## src/rtl/io_unit_pkg.sv

```systemverilog
// Shared CPU constants: controller opcodes and states, syscall codes and
// the IO unit state encoding.
package io_unit_pkg;

   localparam int unsigned WORD_W     = 16;
   localparam int unsigned OPCODE_W   = 4;
   localparam int unsigned SYS_CODE_W = 2;

   // Controller instruction set
   typedef enum logic [OPCODE_W-1:0] {
      OP_HALT    = 4'd0,
      OP_LOAD    = 4'd1,
      OP_STORE   = 4'd2,
      OP_ADD     = 4'd3,
      OP_SUB     = 4'd4,
      OP_JUMP    = 4'd5,
      OP_JUMPZ   = 4'd6,
      OP_SYSCALL = 4'd7
   } opcode_t;

   typedef enum logic [2:0] {
      CTL_FETCH  = 3'd0,
      CTL_DECODE = 3'd1,
      CTL_EXEC   = 3'd2,
      CTL_MEM    = 3'd3,
      CTL_IO     = 3'd4
   } ctl_state_t;

   // Syscall codes carried in the low bits of ACC
   typedef enum logic [SYS_CODE_W-1:0] {
      SYS_HALT  = 2'd0,
      SYS_READ  = 2'd1,
      SYS_WRITE = 2'd2,
      SYS_BAD   = 2'd3
   } sys_code_t;

   typedef enum logic [2:0] {
      IDLE  = 3'd0,
      READ  = 3'd1,
      WRITE = 3'd2,
      DONE  = 3'd3,
      HALT  = 3'd4
   } io_state_t;

endpackage

```

## src/rtl/io_unit.sv

```systemverilog
// Syscall unit: services READ/WRITE/HALT requests from the CPU controller
// over two valid/ready word channels.
module io_unit
   import io_unit_pkg::*;
#(
   parameter int unsigned WIDTH = 16
) (
   input  logic             clock,
   input  logic             reset,
   input  logic             runio,
   output logic             iobusy,
   input  logic [WIDTH-1:0] acc_in,
   input  logic [WIDTH-1:0] dr_in,
   output logic [WIDTH-1:0] io_data,
   output logic             halted,
   output logic             bad_call,
   input  logic             in_valid,
   output logic             in_ready,
   input  logic [WIDTH-1:0] in_data,
   output logic             out_valid,
   input  logic             out_ready,
   output logic [WIDTH-1:0] out_data
);

   io_state_t        state, state_nxt;
   sys_code_t        code_q, code_nxt;
   sys_code_t        code_in;
   logic [WIDTH-1:0] dr_q, dr_nxt;
   logic [WIDTH-1:0] io_data_q, io_data_nxt;
   logic             halted_q, halted_nxt;
   logic             bad_q, bad_nxt;
   logic             unused_acc_hi;

   // Only the low bits of ACC select the call
   assign code_in       = sys_code_t'(acc_in[SYS_CODE_W-1:0]);
   assign unused_acc_hi = ^acc_in[WIDTH-1:SYS_CODE_W];

   always_ff @(posedge clock) begin
      if (!reset) begin
         state     <= IDLE;
         code_q    <= SYS_HALT;
         dr_q      <= '0;
         io_data_q <= '0;
         halted_q  <= 1'b0;
         bad_q     <= 1'b0;
      end else begin
         state     <= state_nxt;
         code_q    <= code_nxt;
         dr_q      <= dr_nxt;
         io_data_q <= io_data_nxt;
         halted_q  <= halted_nxt;
         bad_q     <= bad_nxt;
      end
   end

   always_comb begin
      state_nxt   = state;
      code_nxt    = code_q;
      dr_nxt      = dr_q;
      io_data_nxt = io_data_q;
      halted_nxt  = halted_q;
      bad_nxt     = bad_q;

      unique case (state)
         IDLE: begin
            if (runio) begin
               code_nxt = code_in;
               dr_nxt   = dr_in;
               case (code_in)
                  SYS_HALT: begin
                     state_nxt  = HALT;
                     halted_nxt = 1'b1;
                  end
                  SYS_READ:  state_nxt = READ;
                  SYS_WRITE: state_nxt = WRITE;
                  SYS_BAD: begin
                     state_nxt = DONE;
                     bad_nxt   = 1'b1;
                  end
               endcase
            end
         end
         READ: begin
            if (in_valid && in_ready) begin
               io_data_nxt = in_data;
               state_nxt   = DONE;
            end
         end
         WRITE: begin
            if (out_valid && out_ready) begin
               state_nxt = DONE;
            end
         end
         DONE:    state_nxt = IDLE;
         HALT:    state_nxt = HALT;
         default: state_nxt = IDLE;
      endcase
   end

   // Handshake strobes decode from registered state and latched code only
   assign in_ready  = (state == READ)  && (code_q == SYS_READ);
   assign out_valid = (state == WRITE) && (code_q == SYS_WRITE);
   assign out_data  = dr_q;

   // Busy follows runio so the controller stalls in the request cycle itself
   assign iobusy   = (state == HALT) || (runio && (state != DONE));
   assign io_data  = io_data_q;
   assign halted   = halted_q;
   assign bad_call = bad_q;

endmodule

```

## config.mk

```make
export PLATFORM = sky130hd
export DESIGN_NAME = io_unit
export DESIGN_NICKNAME = d
export VERILOG_FILES = /design/src/rtl/io_unit_pkg.sv /design/src/rtl/io_unit.sv
export SDC_FILE = /design/constraint.sdc
export NUM_CORES = 1
export LEC_CHECK = 0
export ABC_AREA = 1
export ABC_CLOCK_PERIOD_IN_PS = 1800
export CORE_MARGIN = 1
export CORE_UTILIZATION = 45
export CTS_BUF_LIST = sky130_fd_sc_hd__clkbuf_16
export CTS_CLUSTER_DIAMETER = 200
export DETAILED_ROUTE_END_ITERATION = 10
export DONT_BUFFER_PORTS = 1
export HOLD_SLACK_MARGIN = 0.08
export PLACE_DENSITY = 0.69
export SLEW_MARGIN = 20
export SYNTH_ARGS = -nofsm -noshare
export SYNTH_HDL_FRONTEND = slang
export SYNTH_SLANG_ARGS = --single-unit
```

## constraint.sdc

```tcl
create_clock -name clock -period 1.8 [get_ports clock]
set_input_delay 0.54 -clock clock [delete_from_list [all_inputs] [get_ports clock]]
set_output_delay 0.54 -clock clock [all_outputs]
set_load 0.01 [all_outputs]
```

==> impl_metrics.tcl, run 1 <==
set metrics [dict create \
    run_status "complete, no violations" \
    hold_buffers 0 \
    required_ps 1260 \
    totalWireLength_mm 3.42 \
    finalSetupTns_ps 0 \
    ys_ff_latch 39 \
    grt_max_degree 21 \
    synth_edf_count 0 \
    async_flop_share_pct 0 \
    ff2ff_setup_slack_ps 460 \
    post_cts_resized 0 \
    maxCapViolCount 0 \
    clk_pin_slew_ps 60 \
    relSlewSlack_pct 79.8 \
    grt-ovfl-total 0 \
    cp_max_fo 5 \
    path_cells "nor2_2 > a21oi_1 > a31oi_1" \
    synth.avg_cell_area_um2 8.38 \
    synth_warnings 0 \
    placeableCoreArea_um2 3660 \
    arrival_ps 1180 \
    fin_crit_sh_pct 95.8 \
    rsz0062_at_grt "no" \
    cts_made_buffers 5 \
    leakagePower_nw 0.706 \
    whs_ps 388 \
    post-cts-setup-buffers 0 \
    setup_viol 0 \
    synthToLayoutAreaGrowth_pct 8.64 \
    critPathKind "reg2out" \
    die-area_um2 4050 \
    post_drt_via_cell_ratio 5.09 \
    ir_drop_mv 0.666 \
    die_y_um 63.6 \
    final_common_cell "dfxtp_1" \
    clk_latency_ps 270 \
    cts_max_level 2 \
    clock-skew-final_ps 6.12 \
    grt_pass1_wl_mm 5.49 \
    drt_iter0_drc 55 \
    hp-class "in2reg" \
    start_kind "register" \
    netlist_area_um2 1710 \
    crit_path_top_delay_cell "dfxtp_1" \
    num_antenna_cells 0 \
    avgRoutedWirePerCell_um 13.5 \
    synth_nets 257 \
    synth_flop_cell "dfxtp_1" \
    grt_usage_pct 17.9 \
    port_buffers 0 \
    drive_above_1_share_pct 25.4 \
    min_period_ps 1720 \
    vias 1287 \
    die_w_um 63.6 \
    fmax_ghz 0.580 \
    cts_tree "built" \
    ys_seq_area_share_pct 45.7 \
    antenna_found_initial 0 \
    row_count 22 \
    ant_nets 0 \
    slowest_delay_ps 360 \
    gp_congestion 0.772 \
    clockBufferDepth 2 \
    fill_cells 371 \
    grt_pass1_vias 1211 \
    drc 0 \
    cp-end-kind "output port" \
    layout.nets 257 \
    hpwlAfterDp_mm 2.34 \
    syn_inst 204 \
    final_max_slew_viol_count 0 \
    worstMarginPinSlew_ps 302 \
    numClockSinks 39 \
    io_pins 90 \
    ys_types 25 \
    hold_violations 0 \
    dr.pass1.iters 6 \
    layout.cells.most_common_list "dfxtp_1 (39), nor2_1 (37), nand2_1 (25)" \
    floorplan.initialDensity_pct 46.7 \
    ctsRootBufferMaster "clkbuf_16" \
    p_per_area_nw_per_um2 1470 \
]
## power breakdown
| group | leakage (nW) | internal (mW) | switching, mW | total [mW] |
|---|---|---|---|---|
| combinational | 0.322 | 0.237 | 0.460 | 0.698 |
| clock | 0.0649 | 0.503 | 0.324 | 0.827 |
| sequential | 0.319 | 1.02 | 0.179 | 1.20 |
| total | 0.706 | 1.76 | 0.963 | 2.72 |
## cell type report
type / instances / area [um2] / area share (%)
timing repair buffer: 3 / 22.5 / 1.21
tap: 48 / 60.1 / 3.23
clock inverter: 3 / 15.0 / 0.809
inverter: 12 / 50.0 / 2.70
sequential: 39 / 781 / 42.0
clock buffer: 5 / 125 / 6.74
multi-input combinational: 143 / 803 / 43.3
## registers in the layout, indices dropped and copies added (netlist names)
signal / cells
bad_call: 1
code_q: 2
state: 3
halted: 1
io_data: 16
out_data: 16
## through the flow
step	area, um2	power, mW	setup slack [ps]	utilization, %	instances
finish	1860	2.72	75.3	50.7	253
global route	1860	2.91	0.777	50.7	253
CTS	1860	2.76	56.6	50.7	253
detailed placement	1720	1.92	361	46.9	245
global placement	1720	1.91	364	46.9	245
floorplan	1710	1.83	389	-	204
## synth_stat cells (2+ instances only)
cell,instances,area share [%]
a31oi_1,3,1.1
inv_2,5,1.1
nor2_8,2,2.3
nor2_2,11,4.0
nand3_1,11,3.2
dfxtp_1,39,46
nor2_1,37,8.1
a21oi_1,11,3.2
o21ai_1,9,2.6
buf_2,3,0.88
clkbuf_1,2,0.44
nand2_4,2,1.3
nand3_2,9,5.3
a21oi_2,11,5.6
nand2_1,25,5.5
o21ai_0,8,2.3
inv_1,6,1.3
buf_6,3,2.0
## cells by family (layout without fill, tap and decap cells)
| kind of cell | count (synthesis) | in the layout | synth area share, % |
|---|---|---|---|
| compound gates | 44 | 44 | 15.8 |
| buf+inv | 22 | 23 | 7.32 |
| flops | 39 | 39 | 45.7 |
| simple gates | 99 | 99 | 31.2 |
## path summary, 6_finish.rpt
kind / startpoint / endpoint / depth (start not counted)
setup reg to reg: code_q[0]$_SDFFE_PN0P_ / io_data[9]$_SDFFE_PN0P_ / 7
setup / recovery: state[1]$_SDFFE_PN0P_ / iobusy / 3
hold / removal: reset / state[0]$_SDFFE_PN0P_ / 2
hold reg to reg: code_q[0]$_SDFFE_PN0P_ / code_q[0]$_SDFFE_PN0P_ / 2
## critical path, delay by kind of cell, from the launching register on
kind	cells	cell delay, ps
AOI/OAI and AO/OA	2	360
and+or+nand+nor	1	200
DFF	1	360
## layer usage
layer / GRT usage [%] / wire length (um) / share of wire (%)
met1: 20.9 / 1540 / 45
met2: 28.6 / 1650 / 48
met3: 7.79 / 194 / 5.7
met4: 6.82 / 38 / 1.1
met5: 0 / 0 / 0
Note: power is estimated with default switching activity, not from simulation.
==> run 2: changes to the inputs <==
Settings changed: PLACE_DENSITY 0.69 to 0.61.
==> impl_metrics.tcl, run 2 (synthesis results as in run 1) <==
set metrics [dict create \
    num_antenna_cells 0 \
    min_period_ps 1710 \
    crit_path_top_delay_cell "dfxtp_1" \
    leakagePower_nw 0.708 \
    multiInputGateArea_um2 810 \
    layout.nets 256 \
    placeableCoreArea_um2 3660 \
    path_cells "nor2_2 > a21oi_1 > a31oi_2" \
    arrival_ps 1170 \
    grt-ovfl-total 0 \
    port_buffers 0 \
    die_y_um 63.6 \
    final_common_cell "dfxtp_1" \
    gp_congestion 0.785 \
    p_per_area_nw_per_um2 1460 \
    avgRoutedWirePerCell_um 13.2 \
    floorplan.initialDensity_pct 46.7 \
    worst-path-buf-inv 0 \
    setup_viol 0 \
    cts_made_buffers 5 \
    numClockSinks 39 \
    die-area_um2 4050 \
    hpwlAfterDp_mm 2.39 \
    fin_crit_sh_pct 95.0 \
    pre_cts_ws_ps 370 \
    drt_iter0_drc 43 \
    grt_pass1_wl_mm 5.54 \
    grt_usage_pct 17.8 \
    cp_max_fo 5 \
    critPathKind "reg2out" \
    relSlewSlack_pct 80.5 \
    slowest_delay_ps 370 \
    final_max_slew_viol_count 0 \
    die_w_um 63.6 \
    layout.cells.most_common_list "dfxtp_1 (39), nor2_1 (37), nand2_1 (25)" \
    fill_cells 335 \
    fmax_ghz 0.585 \
    hold_violations 0 \
    hp-class "in2reg" \
    cts_tree "built" \
    ctsRootBufferMaster "clkbuf_16" \
    clock-skew-final_ps 3.94 \
    drc 0 \
    clk_pin_slew_ps 60 \
    post_drt_via_cell_ratio 5.11 \
    ir_drop_mv 1.00 \
    cts_max_level 2 \
    clk_latency_ps 280 \
    start_kind "register" \
    clockBufferDepth 2 \
    antenna_found_initial 0 \
    totalWireLength_mm 3.33 \
    hold_buffers 0 \
    seqCellArea_um2 781 \
    io_pins 90 \
    vias 1288 \
    run_status "complete, no violations" \
    worstMarginPinSlew_ps 293 \
    dr.pass1.iters 5 \
    drive_above_1_share_pct 26.0 \
    maxCapViolCount 0 \
    rsz0062_at_grt "no" \
    finalSetupTns_ps 0 \
    required_ps 1260 \
    row_count 22 \
    ant_nets 0 \
    grt_pass1_vias 1284 \
    grt_max_degree 21 \
    critPathTopFamily "flip-flops" \
    postLayoutSetupSlackWorst_ps 89.2 \
    cp-end-kind "output port" \
    synthToLayoutAreaGrowth_pct 8.64 \
]
## run 2: worst paths after layout
check | slack (ps) | to | startpoint | cells past startpoint
setup / recovery | 90 | iobusy | state[1]$_SDFFE_PN0P_ | 3
hold / removal | 380 | state[0]$_SDFFE_PN0P_ | reset | 2
setup reg to reg | 390 | code_q[0]$_SDFFE_PN0P_ | state[1]$_SDFFE_PN0P_ | 6
hold reg to reg | 490 | code_q[0]$_SDFFE_PN0P_ | code_q[0]$_SDFFE_PN0P_ | 2
## run 2: final cells by class
class	count	area share, %
clock inverters	3	0.876
multi-input cells	143	43.6
well taps	48	3.23
inverters	12	2.70
clock buffers	5	6.74
flip-flops and latches	39	42.0
repair buffers	2	0.809
## run 2: through the flow
| stage | utilization (%) | power, mW | cell area [um2] | std cells | hold slack, ps |
|---|---|---|---|---|---|
| 6_report | 50.7 | 2.72 | 1860 | 252 | 379 |
| 5_1_grt | 50.7 | 2.90 | 1860 | 252 | 381 |
| 4_1_cts | 50.5 | 2.74 | 1850 | 252 | 378 |
| 3_5_place_dp | 46.7 | 1.91 | 1710 | 244 | 486 |
| 3_3_place_gp | 46.7 | 1.89 | 1710 | 244 | 476 |
| 2_1_floorplan | - | 1.83 | 1710 | 204 | 456 |
## run 2: worst register-to-register path: cells and delay by family, from the launching register on
family                 cells  cell delay (ps)
buffers and inverters      1              140
AOI/OAI and AO/OA          2              210
and+or+nand+nor            3              580
DFF                        1              370
## run 2: report_power, final
group / total (mW) / internal, mW / switching [mW]
registers: 1.20 / 1.02 / 0.182
logic: 0.683 / 0.228 / 0.455
clock network: 0.834 / 0.505 / 0.329
## run 2: metal layers
layer | vias to the layer above | wire length, um | global-route usage [%]
li1 | 666 | - | -
met1 | 562 | 1390 | 18.5
met2 | 55 | 1590 | 29.8
met3 | 5 | 291 | 8.15
met4 | 0 | 50 | 8.81
met5 | - | 0 | 0
## run 2: what timing repair did
| item | in CTS | in global routing |
|---|---|---|
| resized for setup | 0 | 1 |
| setup buffers | 0 | 0 |
| endpoints found under the setup margin | 0 | 1 |
==> run 3: changes to the inputs <==
Settings changed: CTS_CLUSTER_SIZE from default to 12.
==> results of run 3 <==
No change in the layout: final DEF, timing and power equal those of run 2.
